<file path="src/rtl/ce_paced_fifo.sv">
// ce_paced_fifo: small synchronous FIFO that releases one sample per ce pulse
// into the slow multirate section. Writes arrive at full rate, and the output
// register holds its value between pops. Underflow and overflow are sticky.
//
// Ports:
//   clk          rising-edge clock
//   rst          synchronous active-high reset
//   in_valid     producer presents in_data this cycle
//   in_data      input sample (opaque)
//   in_ready     write accepted this cycle (combinational from ce and level)
//   ce           read strobe; pops at most one sample per high cycle
//   out_data     registered output sample, held between pops
//   out_valid    one-cycle pulse: out_data was loaded this cycle
//   level        number of stored entries
//   underflow    sticky: ce seen while empty
//   overflow     sticky: write attempted while in_ready low
//   clear_flags  synchronous clear of both sticky flags
module ce_paced_fifo #(
    parameter int unsigned DATA_WIDTH = 16,
    parameter int unsigned DEPTH_LOG2 = 3
) (
    input  logic                  clk,
    input  logic                  rst,
    input  logic                  in_valid,
    input  logic [DATA_WIDTH-1:0] in_data,
    output logic                  in_ready,
    input  logic                  ce,
    output logic [DATA_WIDTH-1:0] out_data,
    output logic                  out_valid,
    output logic [DEPTH_LOG2:0]   level,
    output logic                  underflow,
    output logic                  overflow,
    input  logic                  clear_flags
);

    localparam int unsigned DEPTH = 1 << DEPTH_LOG2;
    localparam int unsigned LEVEL_W = DEPTH_LOG2 + 1;
    localparam logic [DEPTH_LOG2:0] FULL_LEVEL = LEVEL_W'(DEPTH);

    logic [DATA_WIDTH-1:0] mem [DEPTH];
    logic [DEPTH_LOG2-1:0] wp;
    logic [DEPTH_LOG2-1:0] rp;

    logic full;
    logic empty;
    logic wr;
    logic rd;
    logic unf_evt;
    logic ovf_evt;

    // Handshake: a pop in the same cycle frees a slot, so a full FIFO still
    // accepts a write when ce is high.
    always_comb begin
        full     = (level == FULL_LEVEL);
        empty    = (level == '0);
        in_ready = !full || ce;
        wr       = in_valid && in_ready;
        rd       = ce && !empty;
        unf_evt  = ce && empty;
        ovf_evt  = in_valid && !in_ready;
    end

    // Storage is not reset; stale contents are unreachable once level is 0.
    always_ff @(posedge clk) begin
        if (!rst && wr) begin
            mem[wp] <= in_data;
        end
    end

    // Pointers, count, output register and sticky flags.
    always_ff @(posedge clk) begin
        if (rst) begin
            wp        <= '0;
            rp        <= '0;
            level     <= '0;
            out_data  <= '0;
            out_valid <= 1'b0;
            underflow <= 1'b0;
            overflow  <= 1'b0;
        end else begin
            out_valid <= rd;
            if (wr) begin
                wp <= wp + DEPTH_LOG2'(1);
            end
            // Read uses the pre-write state, so a write into an empty FIFO
            // is never popped in the same cycle.
            if (rd) begin
                out_data <= mem[rp];
                rp       <= rp + DEPTH_LOG2'(1);
            end
            case ({wr, rd})
                2'b10:   level <= level + LEVEL_W'(1);
                2'b01:   level <= level - LEVEL_W'(1);
                default: level <= level;
            endcase
            // A new event in the clearing cycle wins over the clear.
            underflow <= unf_evt || (underflow && !clear_flags);
            overflow  <= ovf_evt || (overflow && !clear_flags);
        end
    end

endmodule

</file>
<file path="config.mk">
export PLATFORM = sky130hd
export DESIGN_NAME = ce_paced_fifo
export DESIGN_NICKNAME = d
export VERILOG_FILES = /design/src/rtl/ce_paced_fifo.sv
export SDC_FILE = /design/constraint.sdc
export NUM_CORES = 1
export LEC_CHECK = 0
export ABC_CLOCK_PERIOD_IN_PS = 2800
export CAP_MARGIN = 20
export CORE_ASPECT_RATIO = 0.8
export CORE_MARGIN = 5
export CORE_UTILIZATION = 52
export DETAILED_ROUTE_END_ITERATION = 10
export GPL_TIMING_DRIVEN = 0
export PLACE_DENSITY = 0.87
export SYNTH_ARGS = -nofsm -noshare
export SYNTH_HDL_FRONTEND = slang
export SYNTH_SLANG_ARGS = --single-unit
</file>
<file path="constraint.sdc">
create_clock -name clk -period 2.8 [get_ports clk]
set_input_delay 0.56 -clock clk [delete_from_list [all_inputs] [get_ports clk]]
set_output_delay 0.56 -clock clk [all_outputs]
set_load 0.1 [all_outputs]
</file>
# Yosys cells after proc, flatten, opt, wreduce, memory -nomap -nowiden
# Memory sizes are Yosys's and may differ from the RTL's. A register that Yosys moved wholly into a read port is not among the register bits.
# Cells that the tools add are included.
# totals
mem_bits_rw,128
register_bits,13
wordCells,34
out_inout_bits,24
mem_count,1
# memory_table
memory,depth,word_bits,read_ports,rd_clocked_by_memory_dff,write_ports,line,rtl
mem,8,16,1,1,1,40,logic [DATA_WIDTH-1:0] mem [DEPTH];
# classes
n_addsub,4
n_mux,3
eq_ne,3
n_reduce_logical,17
# ops
cell,n
case mux 4 bit (2 select lines),1
logical AND 1 bit,7
adder 3 x 1 -> 3 bit (second input constant),2
logical NOT 1 bit,5
adder 4 x 1 -> 4 bit (second input constant),1
equality test 4 bit (second input constant),1
logical NOT 4 bit,1
subtractor 4 x 1 -> 4 bit (second input constant),1
logical OR 1 bit,3
equality test 2 x 1 -> 1 bit (second input constant),1
equality test 2 bit (second input constant),1
two-way mux 1 bit,2
nonzero test 2 bit,1

# Depth between registers and ports, before layout
# depth
depth_word,7
ltp_mapped,10
ltp_nobuf,9

# Least setup slack after synthesis
# No wires, ideal clock.
# synth_path
path_kind,reg2reg
startpoint,register level[0]
endpoint,"memory mem[4][0], enable pin"
setup_time_ps,430
arrival_time_ps,3875
path_slack_ps,-1506
path_stages_with_launch,6
path_cell_list,dfxtp_1 or3_4 nor2_1 inv_1 nand3_1 nor4_1
# synth_between
elab_chain_cells,7
# synth_rtl
element,line,rtl
start: declaration,30,"output logic [DEPTH_LOG2:0] level,"
start signal: assignment,92,2'b10: level <= level + LEVEL_W'(1);
start signal: assignment,93,2'b01: level <= level - LEVEL_W'(1);
start signal: assignment,94,default: level <= level;
equality test 4 bit,54,full = (level == FULL_LEVEL);
logical NOT 1 bit,56,in_ready = !full || ce;
logical OR 1 bit,56,
via in_ready,26,"output logic in_ready,"
logical AND 1 bit,57,wr = in_valid && in_ready;
logical AND 1 bit,65,if (!rst && wr) begin
two-way mux 1 bit,65,
two-way mux 1 bit (implied by the code),66,mem[wp] <= in_data;
end: declaration,40,
# The timed path passes the listed nets, and every way through them passes these cells.

# Worst setup path after layout
# layout_path
startpoint,register level[1]
endpoint,output port in_ready
# layout_between
elab_chain_cells,3
# layout_rtl
element,line
equality test 4 bit,54
logical NOT 1 bit,56
logical OR 1 bit,56
end: declaration,26
# No other way between the ends.

==> impl_metrics.sql <==
INSERT INTO impl_metrics (metric_group, metric, value, unit) VALUES
('final_layout', 'most_common_library_cell_in_the_layout_ignoring_fill_and_taps', 'sky130_fd_sc_hd__edfxtp_1', ''),
('sta', 'maxSlewHeadroom', '0.3056', ''),
('worst_setup_path', 'arrival_time_of_data_at_the_critical_path_endpoint', '2.12', 'ns'),
('global_routing', 'antenna_found_initial', '0', ''),
('floorplan', 'fp.coreArea', '0.01143', 'mm^2'),
('cts', 'worstSkewPairLatency', '0.42', 'ns'),
('final_layout', 'flow.area_growth_from_synthesis', '23.32', '%'),
('run', 'max_cap_viol_count', '0', ''),
('placement', 'gp_congestion', '0.7480', ''),
('placement', 'placement.setup.worst_slack', '-0.3591', 'ns'),
('floorplan', 'io_pins', '45', ''),
('power_and_ir_drop', 'max-vdd-ir-drop', '0.5096', 'mV'),
('final_layout', 'antenna_cells_inserted', '0', ''),
('synth', 'syn-num-nets', '350', ''),
('synth', 'synth_seq_area_share', '0.7342', ''),
('route', 'route.vias.total', '3222', ''),
('final_layout', 'design.final.nets', '421', ''),
('sta', 'clock.fmax', '0.3731', 'GHz'),
('route', 'drt-initial-drc-count', '282', ''),
('worst_setup_path', 'top_fanout_value_on_the_critical_path', '8', ''),
('global_routing', 'grt-ovfl-total', '0', ''),
('floorplan', 'die_x', '130.4', 'um'),
('min_path', 'min_from', 'out_data[7]', ''),
('route', 'avgViaCountPerCell', '5.795', ''),
('worst_setup_path', 'critPathRequiredTime', '2.24', 'ns'),
('synth', 'yosysWarningCount', '0', ''),
('synth', 'post_synth_instance_area', '0.006026', 'mm^2'),
('min_path', 'hold_path.class', 'flip-flop to flip-flop', ''),
('route', 'totalWireLength', '12680', 'um'),
('sta', 'transition_time_at_the_pin_with_the_least_slew_margin', '1.040', 'ns'),
('final_layout', 'multiInputGateArea', '0.001545', 'mm^2'),
('floorplan', 'die-height', '106.3', 'um'),
('synth', 'synth_cell_types', '36', ''),
('cts', 'cts.reportedPaths.clkPinSlew', '0.06', 'ns'),
('sta', 'postLayoutSetupSlackWorst', '0.1200', 'ns'),
('synth', 'synth_cells', '324', ''),
('floorplan', 'die_footprint', '0.01385', 'mm^2'),
('global_routing', 'first_global_vias', '3473', ''),
('synth', 'asyncSetResetFlopFracSynth', '0', ''),
('worst_setup_path', 'worst_r2r_startpoint', 'level[1]', ''),
('cts', 'clock_tree_from_tritoncts', 'done', ''),
('synth', 'synth_edf_count', '128', ''),
('sta', 'setup_total_negative_slack', '0', 'ns'),
('sta', 'timing.final.crit_period', '2.680', 'ns'),
('global_routing', 'grt_use_total', '0.1961', ''),
('placement', 'hpwlAfterDp', '8053', 'um'),
('cts', 'cts_max_level', '4', ''),
('cts', 'cts_setup_buffers', '0', ''),
('placement', 'port_buffers', '43', ''),
('sta', 'clock_skew', '0.006351', 'ns'),
('sta', 'report.final.setup_viol', '0', ''),
('sta', 'fin_worst_hold_slack', '0.4915', 'ns'),
('sta', 'post-route-period-util', '0.9571', ''),
('cts', 'root_buffer', 'sky130_fd_sc_hd__clkbuf_16', ''),
('cts', 'post_cts.resized_instances', '3', ''),
('global_routing', 'grt_first_pass_wirelength', '19310', 'um'),
('final_layout', 'regArea', '0.004429', 'mm^2'),
('floorplan', 'start_util', '0.5272', ''),
('run_status', 'result_of_the_run', 'finished clean', ''),
('worst_setup_path', 'worstSetupStartpoint', 'level[1]', ''),
('route', 'drt_drc_violations_left', '0', ''),
('sta', 'slew_viol_final', '0', ''),
('final_layout', 'final_layout_size_suffix_gt1_frac', '0.2721', ''),
('cts', 'cts_inserted_buffers', '17', ''),
('worst_setup_path', 'timing_worst_setup_path_type', 'flip-flop to output port', ''),
('cts', 'tritoncts_num_sinks', '157', ''),
('floorplan', 'num_rows', '35', ''),
('sta', 'grt_setup_unrepaired', 'false', ''),
('synth', 'ys.flop_type', 'sky130_fd_sc_hd__edfxtp_1', ''),
('global_routing', 'grt_max_degree', '17', ''),
('route', 'drt-wirelength-per-cell', '22.81', 'um');
[synth_stat cells, types with 2 or more instances]
library cell	count	area, um^2
sky130_fd_sc_hd__mux4_2	32	720.7
sky130_fd_sc_hd__inv_1	2	7.510
sky130_fd_sc_hd__o22ai_1	15	93.84
sky130_fd_sc_hd__o21ai_0	4	20.02
sky130_fd_sc_hd__buf_6	3	33.78
sky130_fd_sc_hd__nand3_1	2	10.01
sky130_fd_sc_hd__clkbuf_1	5	18.77
sky130_fd_sc_hd__nor4b_1	2	17.52
sky130_fd_sc_hd__nor3_2	11	110.1
sky130_fd_sc_hd__dfxtp_1	29	580.6
sky130_fd_sc_hd__or3_1	2	12.51
sky130_fd_sc_hd__nand2_1	4	15.01
sky130_fd_sc_hd__buf_4	3	22.52
sky130_fd_sc_hd__mux2i_1	4	40.04
sky130_fd_sc_hd__buf_1	3	11.26
sky130_fd_sc_hd__nor2_1	33	123.9
sky130_fd_sc_hd__edfxtp_1	128	3844
sky130_fd_sc_hd__xor2_1	5	43.79
sky130_fd_sc_hd__nor2b_1	4	25.02
sky130_fd_sc_hd__a21oi_1	5	25.02
sky130_fd_sc_hd__buf_2	3	15.01
sky130_fd_sc_hd__ha_1	5	62.56
sky130_fd_sc_hd__nor3_1	7	35.03
[logic make-up after synthesis]
family                   Yosys count  share of synthesized area
XOR/XNOR                           6                   0.008721
AO/OA/AOI/OAI                     28                    0.03198
multiplexers                      36                     0.1262
adder cells (fa/ha/maj)            5                    0.01038
buffers and inverters             19                    0.01806
AND/OR/NAND/NOR                   73                    0.07039
flip-flops                       157                     0.7342
[layer usage]
metal  share of wire  global-route usage  wire (um)
met1            0.41              0.2501       5149
met2            0.51              0.3228       6527
met3           0.065             0.04822        828
met4           0.014             0.08003        176
met5               0                   0          0
[report_power, final]
part / leakage [nW] / total, mW / internal (mW) / switching [mW]
clock network: 0.299 / 2.34 / 1.46 / 0.880
logic: 0.739 / 2.38 / 0.769 / 1.62
registers: 1.40 / 2.83 / 2.71 / 0.123
total: 2.43 / 7.56 / 4.94 / 2.62
[metrics by stage]
step | util | instance area (um^2) | instances | power, mW
floorplan | - | 6063 | 324 | 4.687
global placement | 0.5843 | 6679 | 515 | 5.180
detailed placement | 0.5943 | 6793 | 523 | 5.267
CTS | 0.6477 | 7403 | 555 | 7.623
global route | 0.6501 | 7431 | 556 | 7.839
finish | 0.6501 | 7431 | 556 | 7.556
[critical path, cell delays in order (launching register included)]
cell and delay (ns):
sky130_fd_sc_hd__dfxtp_2 0.33, sky130_fd_sc_hd__buf_6 0.13, sky130_fd_sc_hd__or3_4 0.39, sky130_fd_sc_hd__nor2_1 0.25
sky130_fd_sc_hd__clkinvlp_4 0.14, sky130_fd_sc_hd__clkdlybuf4s15_2 0.47
[flip-flops by register name (all words and copies together), names as in the netlist]
register / flops
mem: 128
underflow: 1
rp: 3
overflow: 1
out_valid: 1
level: 4
wp: 3
out_data: 16
[area by class of cell]
cell class | instances | share of cell area
Buffer | 17 | 0.01364
Clock buffer | 20 | 0.06281
Clock inverter | 12 | 0.01920
Inverter | 2 | 0.001515
Multi-Input combinational cell | 148 | 0.2079
Sequential cell | 157 | 0.5961
Tap cell | 148 | 0.02492
Timing Repair Buffer | 52 | 0.07392
[final timing paths]
| kind | to | slack (ns) | cells past startpoint |
|---|---|---|---|
| min | out_data[7] | 0.49 | 2 |
| min reg2reg | out_data[7] | 0.49 | 2 |
| max reg2reg | level[2] | 0.17 | 10 |
| max | in_ready | 0.12 | 5 |
Power figures use the tool's default switching activity.
